### config.mk
export PLATFORM = sky130hd
export DESIGN_NAME = decay_timer
export DESIGN_NICKNAME = d
export VERILOG_FILES = /design/src/rtl/decay_timer_pkg.sv /design/src/rtl/decay_timer_interval_fifo.sv /design/src/rtl/decay_timer.sv
export SDC_FILE = /design/constraint.sdc
export NUM_CORES = 1
export LEC_CHECK = 0
export ABC_CLOCK_PERIOD_IN_PS = 11700
export CORE_ASPECT_RATIO = 1.2
export CORE_MARGIN = 2
export CORE_UTILIZATION = 68
export DETAILED_ROUTE_END_ITERATION = 10
export DONT_BUFFER_PORTS = 1
export PLACE_DENSITY = 0.95
export SETUP_SLACK_MARGIN = 0.02
export SLEW_MARGIN = 10
export SYNTH_ARGS = -nofsm -noshare
export SYNTH_HDL_FRONTEND = slang
export SYNTH_SLANG_ARGS = --single-unit
### constraint.sdc
create_clock -name clk -period 11.7 [get_ports clk]
set_input_delay 3.51 -clock clk [delete_from_list [all_inputs] [get_ports clk]]
set_output_delay 3.51 -clock clk [all_outputs]
set_load 0.01 [all_outputs]
### src/rtl/decay_timer_pkg.sv
`default_nettype none
// +----------------------------------------------------------------------------+
// | decay_timer_pkg                                                            |
// | Shared state encoding and FIFO sizing helpers for the muon decay timer.    |
// | Revision: 1.0                                                              |
// +----------------------------------------------------------------------------+
package decay_timer_pkg;

  typedef enum logic [0:0] {
    IDLE   = 1'b0,
    TIMING = 1'b1
  } state_e;

  function automatic int ptr_width(input int depth);
    return (depth > 1) ? $clog2(depth) : 1;
  endfunction

  localparam int FIFO_DEPTH_DEF = 4;
  localparam int FIFO_PTR_W     = ptr_width(FIFO_DEPTH_DEF);

endpackage
`default_nettype wire

### src/rtl/decay_timer_interval_fifo.sv
`default_nettype none
// +----------------------------------------------------------------------------+
// | interval_fifo                                                              |
// | First-word-fall-through synchronous FIFO; output holds while empty.        |
// | Revision: 1.0                                                              |
// +----------------------------------------------------------------------------+
module interval_fifo
  import decay_timer_pkg::*;
#(
  parameter int WIDTH = 16,
  parameter int DEPTH = FIFO_DEPTH_DEF
) (
  input  logic             clk,
  input  logic             rst,
  input  logic             push,
  input  logic [WIDTH-1:0] din,
  input  logic             pop,
  output logic [WIDTH-1:0] dout,
  output logic             full,
  output logic             empty
);

  localparam int PTR_W = ptr_width(DEPTH);
  localparam int CNT_W = PTR_W + 1;

  logic [WIDTH-1:0] mem_q [DEPTH];
  logic [PTR_W-1:0] wr_ptr_q;
  logic [PTR_W-1:0] rd_ptr_q;
  logic [CNT_W-1:0] count_q;
  logic [WIDTH-1:0] last_q;
  logic             do_push;
  logic             do_pop;

  assign full    = (count_q == CNT_W'(DEPTH));
  assign empty   = (count_q == '0);
  assign do_pop  = pop && !empty;
  // A pop in the same cycle frees the slot the push needs.
  assign do_push = push && (!full || do_pop);
  assign dout    = empty ? last_q : mem_q[rd_ptr_q];

  always_ff @(posedge clk or posedge rst) begin
    if (rst) begin
      for (int i = 0; i < DEPTH; i++) begin
        mem_q[i] <= '0;
      end
      wr_ptr_q <= '0;
      rd_ptr_q <= '0;
      count_q  <= '0;
      last_q   <= '0;
    end else begin
      if (do_push) begin
        mem_q[wr_ptr_q] <= din;
        wr_ptr_q        <= wr_ptr_q + PTR_W'(1);
      end
      if (do_pop) begin
        rd_ptr_q <= rd_ptr_q + PTR_W'(1);
      end
      if (do_push && !do_pop) begin
        count_q <= count_q + CNT_W'(1);
      end else if (do_pop && !do_push) begin
        count_q <= count_q - CNT_W'(1);
      end
      if (!empty) begin
        last_q <= mem_q[rd_ptr_q];
      end
    end
  end

endmodule
`default_nettype wire

### src/rtl/decay_timer.sv
`default_nettype none
// +----------------------------------------------------------------------------+
// | decay_timer                                                                |
// | Measures start-to-stop coincidence intervals, queues them, keeps stats.    |
// | Revision: 1.0                                                              |
// +----------------------------------------------------------------------------+
module decay_timer
  import decay_timer_pkg::*;
#(
  parameter int TIME_WIDTH = 16,
  parameter int MAX_WINDOW = 2000,
  parameter int MIN_DELTA  = 2,
  parameter int FIFO_DEPTH = FIFO_DEPTH_DEF,
  parameter int STAT_WIDTH = 16
) (
  input  logic                  clk,
  input  logic                  rst,
  input  logic                  coincidence_in,
  output logic                  event_valid,
  input  logic                  event_ready,
  output logic [TIME_WIDTH-1:0] event_time,
  output logic                  busy,
  output logic [STAT_WIDTH-1:0] timeout_count,
  output logic [STAT_WIDTH-1:0] drop_count
);

  localparam logic [TIME_WIDTH-1:0] MAX_K = TIME_WIDTH'(MAX_WINDOW);
  localparam logic [TIME_WIDTH-1:0] MIN_K = TIME_WIDTH'(MIN_DELTA);

  state_e                  state_q;
  state_e                  state_d;
  logic [TIME_WIDTH-1:0]   cnt_q;
  logic [TIME_WIDTH-1:0]   cnt_d;
  logic                    busy_q;
  logic [STAT_WIDTH-1:0]   timeout_q;
  logic [STAT_WIDTH-1:0]   drop_q;

  logic                    stop_hit;
  logic                    timeout_hit;
  logic                    fifo_full;
  logic                    fifo_empty;
  logic                    fifo_pop;
  logic                    drop_hit;

  always_ff @(posedge clk or posedge rst) begin
    if (rst) begin
      state_q <= IDLE;
      cnt_q   <= '0;
      busy_q  <= 1'b0;
    end else begin
      state_q <= state_d;
      cnt_q   <= cnt_d;
      busy_q  <= (state_d == TIMING);
    end
  end

  always_comb begin
    state_d = state_q;
    cnt_d   = cnt_q;
    case (state_q)
      IDLE: begin
        if (coincidence_in) begin
          state_d = TIMING;
          cnt_d   = TIME_WIDTH'(1);
        end
      end
      TIMING: begin
        if (coincidence_in && (cnt_q >= MIN_K)) begin
          state_d = IDLE;
          cnt_d   = '0;
        end else if (cnt_q == MAX_K) begin
          state_d = IDLE;
          cnt_d   = '0;
        end else begin
          cnt_d = cnt_q + TIME_WIDTH'(1);
        end
      end
      default: begin
        state_d = IDLE;
        cnt_d   = '0;
      end
    endcase
  end

  // A stop at exactly MAX_WINDOW wins over the timeout.
  always_comb begin
    stop_hit    = 1'b0;
    timeout_hit = 1'b0;
    if (state_q == TIMING) begin
      stop_hit    = coincidence_in && (cnt_q >= MIN_K);
      timeout_hit = !stop_hit && (cnt_q == MAX_K);
    end
  end

  assign fifo_pop = event_valid && event_ready;
  assign drop_hit = stop_hit && fifo_full && !fifo_pop;

  always_ff @(posedge clk or posedge rst) begin
    if (rst) begin
      timeout_q <= '0;
      drop_q    <= '0;
    end else begin
      if (timeout_hit && (timeout_q != '1)) begin
        timeout_q <= timeout_q + STAT_WIDTH'(1);
      end
      if (drop_hit && (drop_q != '1)) begin
        drop_q <= drop_q + STAT_WIDTH'(1);
      end
    end
  end

  interval_fifo #(
    .WIDTH (TIME_WIDTH),
    .DEPTH (FIFO_DEPTH)
  ) u_fifo (
    .clk   (clk),
    .rst   (rst),
    .push  (stop_hit),
    .din   (cnt_q),
    .pop   (fifo_pop),
    .dout  (event_time),
    .full  (fifo_full),
    .empty (fifo_empty)
  );

  assign event_valid   = !fifo_empty;
  assign busy          = busy_q;
  assign timeout_count = timeout_q;
  assign drop_count    = drop_q;

endmodule
`default_nettype wire

==> results.cfg <==
[detailed_routing]
vias_per_cell = 6.51
first_iter_violations = 349
wirelength_microns = 13500
drc = 0
first_pass_iters = 5
num_vias = 3974
final_antenna_net_count = 0
routedWlPerCell_microns = 22.1

[sta]
final.min_clock_period_ns = 5.94
fin_setup_tns_ns = 0
hold_violations = 0
drv_slew = 0
max_slew_margin_pct = 27.1
period_share_pct = 50.8
finClkSkew_ns = 0.00992
fmax_mhz = 168
worst_slew_pin_slew_ns = 1.09
hold_slack_ns = 0.487
rsz0062_at_grt = false
setup_viol = 0

[global_route]
grt_pass1_wl_microns = 22000
grt_start_max_net_pins = 82
grt.overflow.total = 0
antenna_found_initial = 0
grt_pass1_vias = 4312
track_usage_pct = 28.9

[clock_tree]
numCtsBuffers = 17
hold_buffers = 0
cts_tree = done
clock-sinks = 136
cts_resized = 0
cts_post_setup_buffers_inserted = 0
h-tree-depth = 4
cts_max_path_buffers = 2
clockRootBuffer = clkbuf_8
clock_latency_ns = 0.52
path_clk_slew_ns = 0.06

[synth]
syn_inst = 486
yosys_register_bits = 136
yosysTopAreaCell = dfrtp_1
synth_commonest_cells = dfrtp_1 (136), mux2_2 (42), mux2_1 (41)
synth_edf_count = 0
yosysWarningCount = 0
syn_area_sq_mm = 0.00635
synth_nets = 501
synth_ff_type = dfrtp_1
synth_area_leaders = dfrtp_1 (54%), mux2_2 (7.4%), mux2_1 (7.3%)
synth_top_area_share_pct = 53.6
ys_types = 43
avgSynthCellArea_sq_um = 13.1
synth.most_common_cell = dfrtp_1
async_flop_share_pct = 100
ys_seq_area_share_pct = 53.6

[status]
status = finished clean

[placement]
gp_congestion = 0.882
io_buffers = 0
post-place-cells = 579
hpwl_microns = 8300

[critical_path]
r2r-end = u_fifo.count_q[1]$_DFFE_PP0P_
worst_path_largest_cell_delay_ns = 0.67
cp-end-kind = output pin
cpMaxStageDelayCell = dfrtp_1
worstPathRequired_ns = 8.19
path_class = reg -> out
crit_fanout = 10
r2r_start = cnt_q[0]$_DFFE_PP0P_
crit_chain = buf_4 -> mux4_2 -> mux2_2
r2r_cells = 9
cp_data_arrival_time_ns = 2.43
crit_path_start = u_fifo.rd_ptr_q[0]$_DFFE_PP0P_
r2r_slack_ns = 8.44
start_kind = flip-flop

[cells_and_area]
diodes = 0
final_nets = 493
fin_cells = 610
synthToLayoutAreaGrowth_pct = 10.3
drive_gt1_share_pct = 20.4

[power]
power_density_mw_per_mm2 = 209
vdd_drop_max_mv = 0.125
cellLeakagePower_nw = 3.34

[floorplan]
initial_core_util_pct = 69.9
die_x_microns = 92.2
std_cell_rows = 38
dieArea_sq_mm = 0.0101
die_y_microns = 110
core_sq_mm = 0.00908
boundaryPins = 54

[worst_hold_path]
whs_path_depth = 1
hold_path.startpoint = u_fifo.mem_q[18]$_DFFE_PP0P_
hp-class = reg -> reg
hold_end = u_fifo.mem_q[18]$_DFFE_PP0P_

[run]
maxCapViolations = 0
[power breakdown]
| group | internal [mW] | leakage (nW) | switching, mW |
|---|---|---|---|
| Clock | 0.390 | 0.315 | 0.190 |
| Sequential | 0.524 | 1.86 | 0.0723 |
| Combinational | 0.127 | 1.17 | 0.161 |
| Total | 1.04 | 3.34 | 0.423 |
[critical path, delay by kind of cell, from the launching register on]
family,cells,cell delay (ns)
multiplexers,2,0.87
flip-flops,1,0.67
buffers and inverters,1,0.36
[through the flow]
step	area [sq um]	total power [mW]	util (%)	setup WS, ns
global route	7000	1.52	77.1	5.64
detailed placement	6360	0.885	70.0	5.94
floorplan	6350	0.824	-	4.55
finish	7000	1.46	77.1	5.76
global placement	6360	0.861	70.0	6.12
CTS	7000	1.47	77.1	5.71
[per-layer routing]
metal / GRT usage [%] / part of all wire, %
met1: 34.9 / 40
met2: 48.8 / 53
met3: 6.85 / 4.8
met4: 14.9 / 2.9
met5: 0 / 0
[how the worst max path moves through the flow]
stage               slack (ns)  cells past startpoint                             to
finish                    5.76                      3                  event_time[4]
detailed placement        5.94                      8  u_fifo.count_q[2]$_DFFE_PP0P_
global placement          6.12                      8  u_fifo.count_q[2]$_DFFE_PP0P_
CTS                       5.71                      3                  event_time[4]
floorplan                 4.55                      1                 busy$_DFF_PP0_
global route              5.64                      3                  event_time[8]
[cells by family after synthesis]
kind of cell,count (synthesis),synth area share [%]
multiplexers,99,20.4
adder cells (fa/ha/maj),11,2.29
buffers and inverters,42,3.33
AND/OR/NAND/NOR,132,12.1
flip-flops,136,53.6
AO/OA/AOI/OAI,25,2.62
XOR/XNOR,41,5.66
[cell usage in the layout (no fill, tap or decap), types with 10 or more instances in the layout]
master and instances:
and3_1 12, clkbuf_16 16, dfrtp_1 136, ha_1 10, inv_1 12, mux2_1 41
mux2_2 42, mux4_2 16, nand2_1 22, nand3_1 31, nand4_1 15, xnor2_1 34
[registers in the layout, indices dropped and copies added (netlist names)]
| name | cells |
|---|---|
| busy | 1 |
| cnt_q | 16 |
| drop_count | 16 |
| timeout_count | 16 |
| u_fifo.count_q | 3 |
| u_fifo.last_q | 16 |
| u_fifo.mem_q | 64 |
| u_fifo.rd_ptr_q | 2 |
| u_fifo.wr_ptr_q | 2 |
[area by class of cell]
| class | count | area (sq um) |
|---|---|---|
| flip-flops and latches | 136 | 3400 |
| repair buffers | 2 | 15.0 |
| inverters | 13 | 51.3 |
| well taps | 120 | 150 |
| fillers | 510 | 2080 |
| clock buffers | 24 | 480 |
| clock inverters | 7 | 164 |
| multi-input cells | 308 | 2740 |
Power figures use the tool's default switching activity.
